### src/rtl/wb_regfile_if.sv
// MEM/WB write-back bus between the pipeline (master) and the register file (slave).
// wbStall flows back to the pipeline to hold IF..MEM/WB for one cycle.
interface wb_regfile_if #(
   parameter int DW = 16,
   parameter int AW = 4
) ();
   logic [DW-1:0] wbMemRD;
   logic [DW-1:0] wbALUout;
   logic [DW-1:0] wbRD1;
   logic [DW-1:0] wbRD15;
   logic [AW-1:0] wbOP1;
   logic [AW-1:0] wbOP2;
   logic [2:0]    wbRegWrite;
   logic          wbF;
   logic          wbStall;

   modport master (
      output wbMemRD, wbALUout, wbRD1, wbRD15, wbOP1, wbOP2, wbRegWrite, wbF,
      input  wbStall
   );

   modport slave (
      input  wbMemRD, wbALUout, wbRD1, wbRD15, wbOP1, wbOP2, wbRegWrite, wbF,
      output wbStall
   );
endinterface

### src/rtl/wb_regfile.sv
// Write-back stage and architectural register file: one write port, two-write commands
// sequenced over two edges with a one-cycle stall, two bypassed async read ports, flag register.
module wb_regfile #(
   parameter int DW     = 16,
   parameter int AW     = 4,
   parameter int NREG   = 2**AW,
   parameter int HI_REG = 15
) (
   input  logic          clk,
   input  logic          reset,
   wb_regfile_if.slave   wb,
   input  logic [AW-1:0] raddrA,
   input  logic [AW-1:0] raddrB,
   output logic [DW-1:0] rdataA,
   output logic [DW-1:0] rdataB,
   output logic          flag
);

   localparam logic [AW-1:0] HI_ADDR = AW'(HI_REG);

   typedef enum logic {IDLE, SECOND} stateT;

   stateT         state, nextState;
   logic [DW-1:0] regs [NREG];
   logic [AW-1:0] pendAddr;
   logic [DW-1:0] pendData;

   logic          firstWrite, twoWrite, flagEn, latchPend;
   logic [DW-1:0] firstData, secData;
   logic [AW-1:0] secAddr;
   logic          wrEn;
   logic [AW-1:0] wrAddr;
   logic [DW-1:0] wrData;

   // Command decode; reserved encodings fall through to "no write".
   always_comb begin
      // NOTE: every signal gets a default before the case so no latch is inferred.
      firstWrite = 1'b0;
      twoWrite   = 1'b0;
      firstData  = wb.wbALUout;
      secAddr    = '0;
      secData    = '0;
      case (wb.wbRegWrite)
         3'b001: firstWrite = 1'b1;
         3'b010: begin
            firstWrite = 1'b1;
            firstData  = wb.wbMemRD;
         end
         3'b011: begin
            firstWrite = 1'b1;
            twoWrite   = 1'b1;
            secAddr    = HI_ADDR;
            secData    = wb.wbRD15;
         end
         3'b100: begin
            firstWrite = 1'b1;
            twoWrite   = 1'b1;
            secAddr    = wb.wbOP2;
            secData    = wb.wbRD1;
         end
         default: ;
      endcase
   end

   // Next state and the single write port; held inputs are ignored while in SECOND.
   always_comb begin
      nextState  = state;
      wrEn       = 1'b0;
      wrAddr     = wb.wbOP1;
      wrData     = firstData;
      flagEn     = 1'b0;
      latchPend  = 1'b0;
      wb.wbStall = 1'b0;
      if (reset) begin
         case (state)
            IDLE: begin
               wrEn      = firstWrite;
               flagEn    = firstWrite;
               latchPend = twoWrite;
               if (twoWrite) begin
                  wb.wbStall = 1'b1;
                  nextState  = SECOND;
               end
            end
            SECOND: begin
               wrEn      = 1'b1;
               wrAddr    = pendAddr;
               wrData    = pendData;
               nextState = IDLE;
            end
            default: nextState = IDLE;
         endcase
      end
   end

   // Reads see the write that commits at the coming edge.
   always_comb begin
      rdataA = (wrEn && (wrAddr == raddrA)) ? wrData : regs[raddrA];
      rdataB = (wrEn && (wrAddr == raddrB)) ? wrData : regs[raddrB];
   end

   always_ff @(posedge clk or negedge reset) begin
      if (!reset) begin
         state    <= IDLE;
         pendAddr <= '0;
         pendData <= '0;
         flag     <= 1'b0;
         // NOTE: the array is reset because reads must return 0 after reset; this rules out a RAM macro.
         for (int i = 0; i < NREG; i++) regs[i] <= '0;
      end else begin
         // NOTE: non-blocking assignments so every register samples pre-edge values.
         state <= nextState;
         if (wrEn)   regs[wrAddr] <= wrData;
         if (flagEn) flag         <= wb.wbF;
         if (latchPend) begin
            pendAddr <= secAddr;
            pendData <= secData;
         end
      end
   end

endmodule

### src/flat_wrapper.sv
// flat-port wrapper written by rule: the top's interface ports become plain ports
module wb_regfile_flat 
#(
   parameter int DW     = 16,
   parameter int AW     = 4,
   parameter int NREG   = 2**AW,
   parameter int HI_REG = 15
)
  (clk, reset, raddrA, raddrB, rdataA, rdataB, flag, wb_wbMemRD, wb_wbALUout, wb_wbRD1, wb_wbRD15, wb_wbOP1, wb_wbOP2, wb_wbRegWrite, wb_wbF, wb_wbStall);
  wb_regfile_if #(.DW(DW), .AW(AW)) wb_i ();
  input  logic clk;
  input  logic reset;
  input  logic [AW-1:0] raddrA;
  input  logic [AW-1:0] raddrB;
  output logic [DW-1:0] rdataA;
  output logic [DW-1:0] rdataB;
  output logic flag;
  input wire logic [$bits(wb_i.wbMemRD)-1:0] wb_wbMemRD;
  input wire logic [$bits(wb_i.wbALUout)-1:0] wb_wbALUout;
  input wire logic [$bits(wb_i.wbRD1)-1:0] wb_wbRD1;
  input wire logic [$bits(wb_i.wbRD15)-1:0] wb_wbRD15;
  input wire logic [$bits(wb_i.wbOP1)-1:0] wb_wbOP1;
  input wire logic [$bits(wb_i.wbOP2)-1:0] wb_wbOP2;
  input wire logic [$bits(wb_i.wbRegWrite)-1:0] wb_wbRegWrite;
  input wire logic [$bits(wb_i.wbF)-1:0] wb_wbF;
  output wire logic [$bits(wb_i.wbStall)-1:0] wb_wbStall;
  assign wb_i.wbMemRD = wb_wbMemRD;
  assign wb_i.wbALUout = wb_wbALUout;
  assign wb_i.wbRD1 = wb_wbRD1;
  assign wb_i.wbRD15 = wb_wbRD15;
  assign wb_i.wbOP1 = wb_wbOP1;
  assign wb_i.wbOP2 = wb_wbOP2;
  assign wb_i.wbRegWrite = wb_wbRegWrite;
  assign wb_i.wbF = wb_wbF;
  assign wb_wbStall = wb_i.wbStall;
  wb_regfile #(.DW(DW), .AW(AW), .NREG(NREG), .HI_REG(HI_REG)) u_core (.clk(clk), .reset(reset), .wb(wb_i), .raddrA(raddrA), .raddrB(raddrB), .rdataA(rdataA), .rdataB(rdataB), .flag(flag));
endmodule
### config.mk
export PLATFORM = sky130hd
export DESIGN_NAME = wb_regfile_flat
export DESIGN_NICKNAME = d
export VERILOG_FILES = /design/src/rtl/wb_regfile_if.sv /design/src/rtl/wb_regfile.sv /design/src/flat_wrapper.sv
export SDC_FILE = /design/constraint.sdc
export NUM_CORES = 1
export LEC_CHECK = 0
export ABC_AREA = 0
export CAP_MARGIN = 20
export CORE_MARGIN = 2
export CORE_UTILIZATION = 45
export DETAILED_ROUTE_END_ITERATION = 10
export GPL_TIMING_DRIVEN = 0
export HOLD_SLACK_MARGIN = 0.15
export PLACE_DENSITY = 0.75
export SLEW_MARGIN = 20
export SYNTH_ARGS = -nofsm -noshare
export SYNTH_HDL_FRONTEND = slang
export SYNTH_SLANG_ARGS = --single-unit
### constraint.sdc
create_clock -name clk -period 6.03 [get_ports clk]
set_clock_uncertainty 0.05 [all_clocks]
set_input_delay 1.206 -clock clk [delete_from_list [all_inputs] [get_ports clk]]
set_output_delay 1.206 -clock clk [all_outputs]
set_load 0.05 [all_outputs]
==> results.json, run 1 <==
{
  "pre_cts_slack_ps": -213,
  "drive_gt1_share_pct": 33.1,
  "worst_slack_ps": 98.5,
  "start_util_pct": 45.7,
  "fmax_ghz": 0.169,
  "post_synth_instance_area_mm2": 0.0153,
  "power_density_mw_per_mm2": 394,
  "hpwlAfterDp_um": 32800,
  "die_x_um": 189,
  "setup-violations-final": 0,
  "power.leakage_nw": 7.88,
  "synth_top_area_cell": "dfrtp_1",
  "instances_no_fill": 1815,
  "seq_area_frac_synth_pct": 45.4,
  "grt_pass1_wl_um": 67300,
  "synth-seq-cells": 278,
  "synth-warning-count": 0,
  "syn_inst": 1194,
  "r2r_cells": 8,
  "viasPerCell": 6.19,
  "min_to": "u_core.pendData[0]$_DFFE_PN0P_",
  "r2r_end": "u_core.regs[232]$_DFFE_PN0P_",
  "tightest_slew_ps": 1020,
  "period_minus_slack_ps": 5930,
  "fin_util_pct": 54.5,
  "die_h_um": 189,
  "syn_to_final_growth_pct": 19.1,
  "routed_wl_um": 43800,
  "clock_latency_ps": 570,
  "place_congestion": 0.920,
  "whs_path_depth": 2,
  "postSynthAreaPerCell_um2": 12.8,
  "hp-class": "reg2reg",
  "grtUsageTotal_pct": 24.9,
  "clk_pin_slew_ps": 60,
  "holdCritStartpoint": "u_core.pendData[0]$_DFFE_PN0P_",
  "final_max_slew_viol_count": 0,
  "cp.arrival_ps": 4680,
  "ys_types": 39,
  "cts_tree": "yes",
  "dp_cells": 1764,
  "r2r_slack_ps": 2920,
  "initialDrtViolationCount": 1025,
  "port_buffers": 119,
  "slowest_stage": "clkdlybuf4s50_1",
  "grt_remaining_overflow": 0,
  "dr.pass1.iters": 7,
  "grt_start_max_net_pins": 85,
  "rows": 67,
  "remaining_drc_errors": 0,
  "drtAntennaViolNets": 0,
  "fp.dieArea_mm2": 0.0356,
  "period_share_pct": 98.4,
  "syn_nets": 1280,
  "status": "completed",
  "synth.top_cell.area_share_pct": 45.4,
  "core_mm2": 0.0335,
  "synth.most_common_cell": "dfrtp_1",
  "n_antenna_cell": 0,
  "fin_nets": 1433,
  "critPathCaptureType": "output pin",
  "cp_max_fo": 10,
  "ioPinCount": 120,
  "drt-wirelength-per-cell_um": 24.1,
  "synth-edff-count": 0,
  "ir_drop_mv": 0.214,
  "timing.rr.start": "u_core.state$_DFFE_PN0P_",
  "synthArstFlopShare_pct": 100,
  "critPathMaxStageDelay_ps": 710,
  "hold_viol_final": 0,
  "cp_cell_sequence": "clkdlybuf4s50_1 -> clkbuf_1 -> clkbuf_1 -> mux4_2 -> a22oi_1 -> nand2_1 -> mux2_4 -> clkdlybuf4s50_1",
  "cp-start-kind": "input port",
  "drv_cap": 0,
  "path_class": "in2out",
  "clockBufferDepth": 3,
  "clock-root-buffer": "clkbuf_16",
  "critPathRequiredTime_ps": 4770,
  "postCtsSetupBuffers": 0,
  "vias": 11200,
  "relSlewSlack_pct": 31.8,
  "yosys-top-cells-count": "dfrtp_1 (278), mux2_2 (185), nand2_1 (142)",
  "synthTopCellsByArea": "dfrtp_1 (45%), mux4_2 (19%), mux2_2 (14%)",
  "grt_pass1_vias": 11400,
  "cts_hold_buf": 0,
  "cts_buffers": 29,
  "grt_antenna_before_repair": 0,
  "cts_max_level": 1,
  "clkSinkCount": 278,
  "synth-main-ff-cell": "dfrtp_1"
}
## flip-flops by register name, indices dropped and copies added (netlist names)
signal / flops
u_core.flag: 1
u_core.state: 1
u_core.pendData: 16
u_core.regs: 256
u_core.pendAddr: 4
## worst max-delay path by stage
stage	from	endpoint	slack (ps)	depth (start not counted)
after CTS	raddrB[0]	rdataB[14]	1	8
after detailed placement	reset	rdataB[9]	-210	10
final	raddrA[2]	rdataA[14]	100	8
after floorplan	raddrB[0]	rdataB[3]	1620	6
after global placement	reset	rdataB[9]	-9980	9
after global routing	reset	rdataB[3]	-6	10
## through the flow
stage          area (µm²)  total power, mW   TNS, ps  hold WS [ps]
2_1_floorplan       15300             4.55         0           401
3_3_place_gp        17100             5.22  -4751730           412
3_5_place_dp        17200             5.36     -1900           420
4_1_cts             18200             7.17         0           435
5_1_grt             18300             7.51     -10.2           452
6_report            18300             7.20         0           428
## what timing repair did
item	4_1_cts	5_1_grt
setup endpoints to repair	21	30
gates resized for setup	27	38
endpoints found under the hold margin	0	0
## critical path, delay by kind of cell
family | cells | cell delay, ps
muxes | 2 | 720
AOI/OAI and AO/OA | 1 | 160
buffers and inverters | 4 | 2440
and+or+nand+nor | 1 | 130
## kinds of logic (layout without fill, tap and decap cells)
family,after synthesis,count (layout),share of synthesized area [%]
multiplexers,356,356,36.1
flip-flops,278,278,45.4
AO/OA/AOI/OAI,229,229,9.15
AND/OR/NAND/NOR,214,214,5.91
buffers and inverters,110,283,3.12
XOR/XNOR,7,7,0.400
## area by class of cell
class / count / area [µm²]
clock inverters: 11 / 118
clock buffers: 40 / 857
inverters: 3 / 11.3
plain buffers: 107 / 487
flip-flops and latches: 278 / 6960
repair buffers: 122 / 1290
fillers: 2753 / 15300
well taps: 448 / 561
multi-input cells: 806 / 7990
## power by group
part	internal (mW)	leakage [nW]	switching [mW]
combinational	1.25	3.88	1.13
clock	1.07	0.482	0.753
sequential	2.50	3.52	0.498
## layout by cell type (no fill, tap or decap), types with 10 or more instances in the layout
master,instances
a21o_1,16
dfrtp_1,278
clkbuf_1,59
dlygate4sd2_1,10
mux4_2,128
buf_2,26
a22oi_1,80
clkbuf_2,15
mux2_4,20
clkbuf_16,29
o21ai_0,109
mux2i_1,16
clkdlybuf4s50_1,98
dlymetal6s2s_1,10
nand2_1,142
nor2_1,36
mux2_2,185
a21oi_2,11
## metal layers
layer / vias to the layer above / routed length (µm) / track usage (%)
met1: 5758 / 17800 / 34.0
met5: - / 0 / 0
met2: 566 / 20400 / 39.3
li1: 4816 / - / -
met4: 0 / 1220 / 7.75
met3: 97 / 4400 / 6.28
Power figures use the tool's default switching activity.
==> inputs of run 2 (changes only) <==
- PLACE_DENSITY: 0.75 -> 0.67
==> results.json, run 2 (same netlist as run 1, synthesis figures left out) <==
{
  "status": "completed",
  "vias": 11100,
  "power_density_mw_per_mm2": 403,
  "syn_to_final_growth_pct": 18.9,
  "remaining_drc_errors": 0,
  "n_antenna_cell": 0,
  "hpwlAfterDp_um": 33200,
  "top_register": "u_core.regs",
  "drtAntennaViolNets": 0,
  "critPathCaptureType": "output pin",
  "cp_max_fo": 10,
  "cts_max_level": 1,
  "cts_buffers": 30,
  "power_mw": 7.34,
  "layout_common_cells": "dfrtp_1 (278), mux2_2 (185), nand2_1 (142)",
  "clock_latency_ps": 570,
  "critPathRequiredTime_ps": 4770,
  "critPathMaxStageDelay_ps": 800,
  "final_max_slew_viol_count": 0,
  "drt-wirelength-per-cell_um": 24.2,
  "die_h_um": 189,
  "dp_cells": 1763,
  "cp.arrival_ps": 4680,
  "cp-start-kind": "input port",
  "final_common_cell": "dfrtp_1",
  "clockBufferDepth": 3,
  "instances_no_fill": 1819,
  "power.leakage_nw": 7.71,
  "rows": 67,
  "fin_util_pct": 54.4,
  "ir_drop_mv": 0.232,
  "dr.pass1.iters": 5,
  "grt_setup_unrepaired": "yes",
  "fin_setup_tns_ps": 0,
  "core_mm2": 0.0335,
  "start_util_pct": 45.7,
  "worst_slack_ps": 90.0,
  "grt_remaining_overflow": 0,
  "hp-class": "reg2reg",
  "period_share_pct": 98.5,
  "fmax_ghz": 0.168,
  "cts_tree": "yes",
  "relSlewSlack_pct": 27.5,
  "viasPerCell": 6.10,
  "port_buffers": 119,
  "regArea_mm2": 0.00696,
  "largest_registers": "u_core.regs (256), u_core.pendData (16), u_core.pendAddr (4)",
  "ioPinCount": 120,
  "fp.dieArea_mm2": 0.0356,
  "drv_cap": 0,
  "period_minus_slack_ps": 5940,
  "tightest_slew_ps": 1080,
  "grtUsageTotal_pct": 25.1,
  "grt_start_max_net_pins": 103,
  "final_cell_area_mm2": 0.0182,
  "r2r_slack_ps": 2870,
  "clkSinkCount": 278,
  "hold_ws_ps": 428,
  "grt_pass1_vias": 11400,
  "die_x_um": 189,
  "initialDrtViolationCount": 1023,
  "min_to": "u_core.pendData[15]$_DFFE_PN0P_",
  "r2r_end": "u_core.regs[233]$_DFFE_PN0P_",
  "pre_cts_slack_ps": -48.9,
  "cts_hold_buf": 0,
  "clk_pin_slew_ps": 60,
  "largest_reg_flops": 256,
  "multi_input_area_mm2": 0.00793,
  "setup-violations-final": 0,
  "r2r_cells": 8,
  "routed_wl_um": 44000,
  "slowest_stage": "clkdlybuf4s50_1",
  "path_class": "in2out",
  "fin_nets": 1433,
  "dpl_cell_area_mm2": 0.0172,
  "holdCritStartpoint": "u_core.pendData[15]$_DFFE_PN0P_",
  "grt_antenna_before_repair": 0,
  "drive_gt1_share_pct": 31.9,
  "hold_viol_final": 0,
  "place_congestion": 0.911,
  "clock-root-buffer": "clkbuf_16",
  "whs_path_depth": 2,
  "fillers": 2855,
  "grt_pass1_wl_um": 68100,
  "timing.rr.start": "u_core.state$_DFFE_PN0P_",
  "cp_cell_sequence": "clkdlybuf4s50_1 -> nor3b_1 -> buf_2 -> buf_2 -> mux2i_1 -> a21oi_1 -> clkbuf_1 -> mux2_4 -> clkdlybuf4s50_1"
}
-- run 2: cell count changes in the layout (fill, tap and decap cells not counted), sizes merged, moves of 2 or more --
| cell | previous run | this run |
|---|---|---|
| clkbuf | 112 | 117 |
| clkdlybuf4s50 | 98 | 118 |
| clkinv | 5 | 7 |
| dlygate4sd2 | 10 | 0 |
| dlymetal6s2s | 10 | 0 |
| inv | 5 | 3 |
-- run 2: worst max-delay path by stage --
stage / endpoint / startpoint / slack (ps) / cells past startpoint
2_1_floorplan: rdataB[3] / raddrB[0] / 1620 / 6
3_3_place_gp: rdataA[10] / reset / -10140 / 9
3_5_place_dp: rdataA[10] / reset / -50 / 9
4_1_cts: rdataA[5] / reset / 4 / 9
5_1_grt: rdataA[3] / reset / -80 / 9
6_report: rdataB[9] / wb_wbRegWrite[2] / 90 / 9
-- run 2: timing repair --
action                                  4_1_cts  5_1_grt
pin swaps                                     0        0
setup buffers                                 0        0
endpoints found under the setup margin        4       26
resized for setup                             3       19
-- run 2: worst max-delay path, delay by kind of cell --
family,cells,cell delay (ps)
AOI/OAI and AO/OA,1,500
buffers and inverters,5,2360
muxes,2,400
and+or+nand+nor,1,200
-- run 2: cell type report --
cell class | instances | share of cell area, %
Sequential cell | 278 | 38.2
Tap cell | 448 | 3.07
Inverter | 3 | 0.0618
Multi-Input combinational cell | 806 | 43.5
Timing Repair Buffer | 121 | 6.89
Clock inverter | 11 | 0.727
Buffer | 107 | 2.62
Clock buffer | 45 | 4.98
-- run 2: metal layers --
metal | track usage, % | wire length (µm)
met1 | 36.0 | 19300
met2 | 38.9 | 20000
met3 | 5.44 | 3760
met4 | 6.37 | 968
met5 | 0 | 0
-- run 2: power breakdown --
group	switching (mW)	internal [mW]	leakage, nW
registers	0.495	2.50	3.52
logic	1.13	1.26	3.67
clock network	0.788	1.16	0.517
total	2.42	4.93	7.71
==> inputs of run 3 (changes only) <==
--- a/config.mk
+++ b/config.mk
@@ -9,9 +9,9 @@
 export CAP_MARGIN = 20
 export CORE_MARGIN = 2
-export CORE_UTILIZATION = 45
+export CORE_UTILIZATION = 50
 export DETAILED_ROUTE_END_ITERATION = 10
 export GPL_TIMING_DRIVEN = 0
 export HOLD_SLACK_MARGIN = 0.15
-export PLACE_DENSITY = 0.67
+export PLACE_DENSITY = 0.73
 export SLEW_MARGIN = 20
 export SYNTH_ARGS = -nofsm -noshare
--- a/constraint.sdc
+++ b/constraint.sdc
@@ -3,3 +3,3 @@
 set_input_delay 1.206 -clock clk [delete_from_list [all_inputs] [get_ports clk]]
 set_output_delay 1.206 -clock clk [all_outputs]
-set_load 0.05 [all_outputs]
+set_load 0.01 [all_outputs]
==> results.json, run 3 (same netlist as run 1, synthesis figures left out) <==
{
  "clock-root-buffer": "clkbuf_16",
  "vias": 11200,
  "drtAntennaViolNets": 0,
  "cts_buffers": 29,
  "period_share_pct": 96.5,
  "clock_latency_ps": 570,
  "start_util_pct": 50.4,
  "cp_max_fo": 10,
  "power.leakage_nw": 7.65,
  "grt_antenna_before_repair": 0,
  "fin_nets": 1433,
  "port_buffers": 119,
  "fillers": 2440,
  "drive_gt1_share_pct": 30.6,
  "ir_drop_mv": 0.189,
  "fp.dieArea_mm2": 0.0321,
  "routed_wl_um": 43200,
  "n_antenna_cell": 0,
  "clk_pin_slew_ps": 60,
  "drv_cap": 0,
  "initialDrtViolationCount": 953,
  "cts_hold_buf": 0,
  "layout_common_cells": "dfrtp_1 (278), mux2_2 (185), nand2_1 (142)",
  "final_common_cell": "dfrtp_1",
  "die_h_um": 179,
  "critPathRequiredTime_ps": 4770,
  "critPathCaptureType": "output pin",
  "clockBufferDepth": 3,
  "core_mm2": 0.0304,
  "place_congestion": 0.943,
  "syn_to_final_growth_pct": 17.7,
  "grt_remaining_overflow": 0,
  "fmax_ghz": 0.172,
  "largest_reg_flops": 256,
  "dr.pass1.iters": 5,
  "ioPinCount": 120,
  "cts_tree": "yes",
  "hpwlAfterDp_um": 32900,
  "grt_start_max_net_pins": 85,
  "instances_no_fill": 1764,
  "drt-wirelength-per-cell_um": 24.5,
  "final_max_slew_viol_count": 0,
  "whs_path_depth": 2,
  "cts_max_level": 1,
  "power_density_mw_per_mm2": 384,
  "die_x_um": 179,
  "grt_pass1_vias": 11300,
  "relSlewSlack_pct": 26.0,
  "grt_setup_unrepaired": "no",
  "dp_cells": 1712,
  "top_register": "u_core.regs",
  "cp-start-kind": "input port",
  "setup-violations-final": 0,
  "tightest_slew_ps": 1110,
  "r2r_cells": 8,
  "postCtsSetupBuffers": 0,
  "cp.arrival_ps": 4560,
  "clkSinkCount": 278,
  "hold_ws_ps": 429,
  "hold_viol_final": 0,
  "path_class": "in2out",
  "largest_registers": "u_core.regs (256), u_core.pendData (16), u_core.pendAddr (4)",
  "remaining_drc_errors": 0,
  "grtUsageTotal_pct": 27.9,
  "fin_util_pct": 59.3,
  "period_minus_slack_ps": 5820,
  "grt_pass1_wl_um": 66900,
  "status": "completed",
  "rows": 64,
  "ctsResizeCount": 0,
  "viasPerCell": 6.36,
  "hp-class": "reg2reg"
}
-- run 3: critical path: stages --
cell and delay [ps]:
clkdlybuf4s50_1 510, nor3b_1 210, buf_2 270, buf_2 340, mux2i_1 160, a21oi_1 560
clkbuf_1 520, mux2_4 260, clkdlybuf4s50_1 520
-- run 3: layout make-up --
cell class                 count  area, µm²  share of cell area (%)
buffer                       107        468                    2.59
clock buffer                  42        835                    4.62
clock inverter                10        104                   0.575
inverter                       3       11.3                  0.0624
multi-input combinational    806       7900                    43.8
sequential                   278       6960                    38.5
tap                          396        495                    2.74
timing repair buffer         122       1280                    7.08
-- run 3: report_power, final --
group / internal [mW] / switching (mW) / leakage [nW]
Sequential: 2.50 / 0.502 / 3.52
Clock: 1.04 / 0.749 / 0.469
Combinational: 1.26 / 0.874 / 3.66
-- run 3: metrics by stage --
stage	instance area, µm²	setup WS (ps)	power [mW]	setup TNS [ps]
2_1_floorplan	15300	1780	4.29	0
3_3_place_gp	17000	-9790	4.98	-4792440
3_5_place_dp	17100	229	5.11	0
4_1_cts	18100	234	6.89	0
5_1_grt	18100	35.7	7.24	0
6_report	18100	210	6.93	0
-- run 3: worst paths after layout --
kind | end | from | slack, ps
setup / recovery | rdataA[9] | wb_wbRegWrite[2] | 210
hold / removal | u_core.pendData[10]$_DFFE_PN0P_ | u_core.pendData[10]$_DFFE_PN0P_ | 430
setup reg to reg | u_core.regs[234]$_DFFE_PN0P_ | u_core.state$_DFFE_PN0P_ | 2850
hold reg to reg | u_core.pendData[10]$_DFFE_PN0P_ | u_core.pendData[10]$_DFFE_PN0P_ | 430
max in group asynchronous | u_core.regs[252]$_DFFE_PN0P_ | reset | 3940
min in group asynchronous | u_core.flag$_DFFE_PN0P_ | reset | 510
-- run 3: per-layer routing --
metal / share of wire, % / GRT usage [%] / vias to the layer above
li1: - / - / 4809
met1: 41 / 40.2 / 5780
met2: 47 / 44.0 / 578
met3: 9.8 / 5.49 / 53
met4: 2.0 / 6.62 / 0
met5: 0 / 0 / -
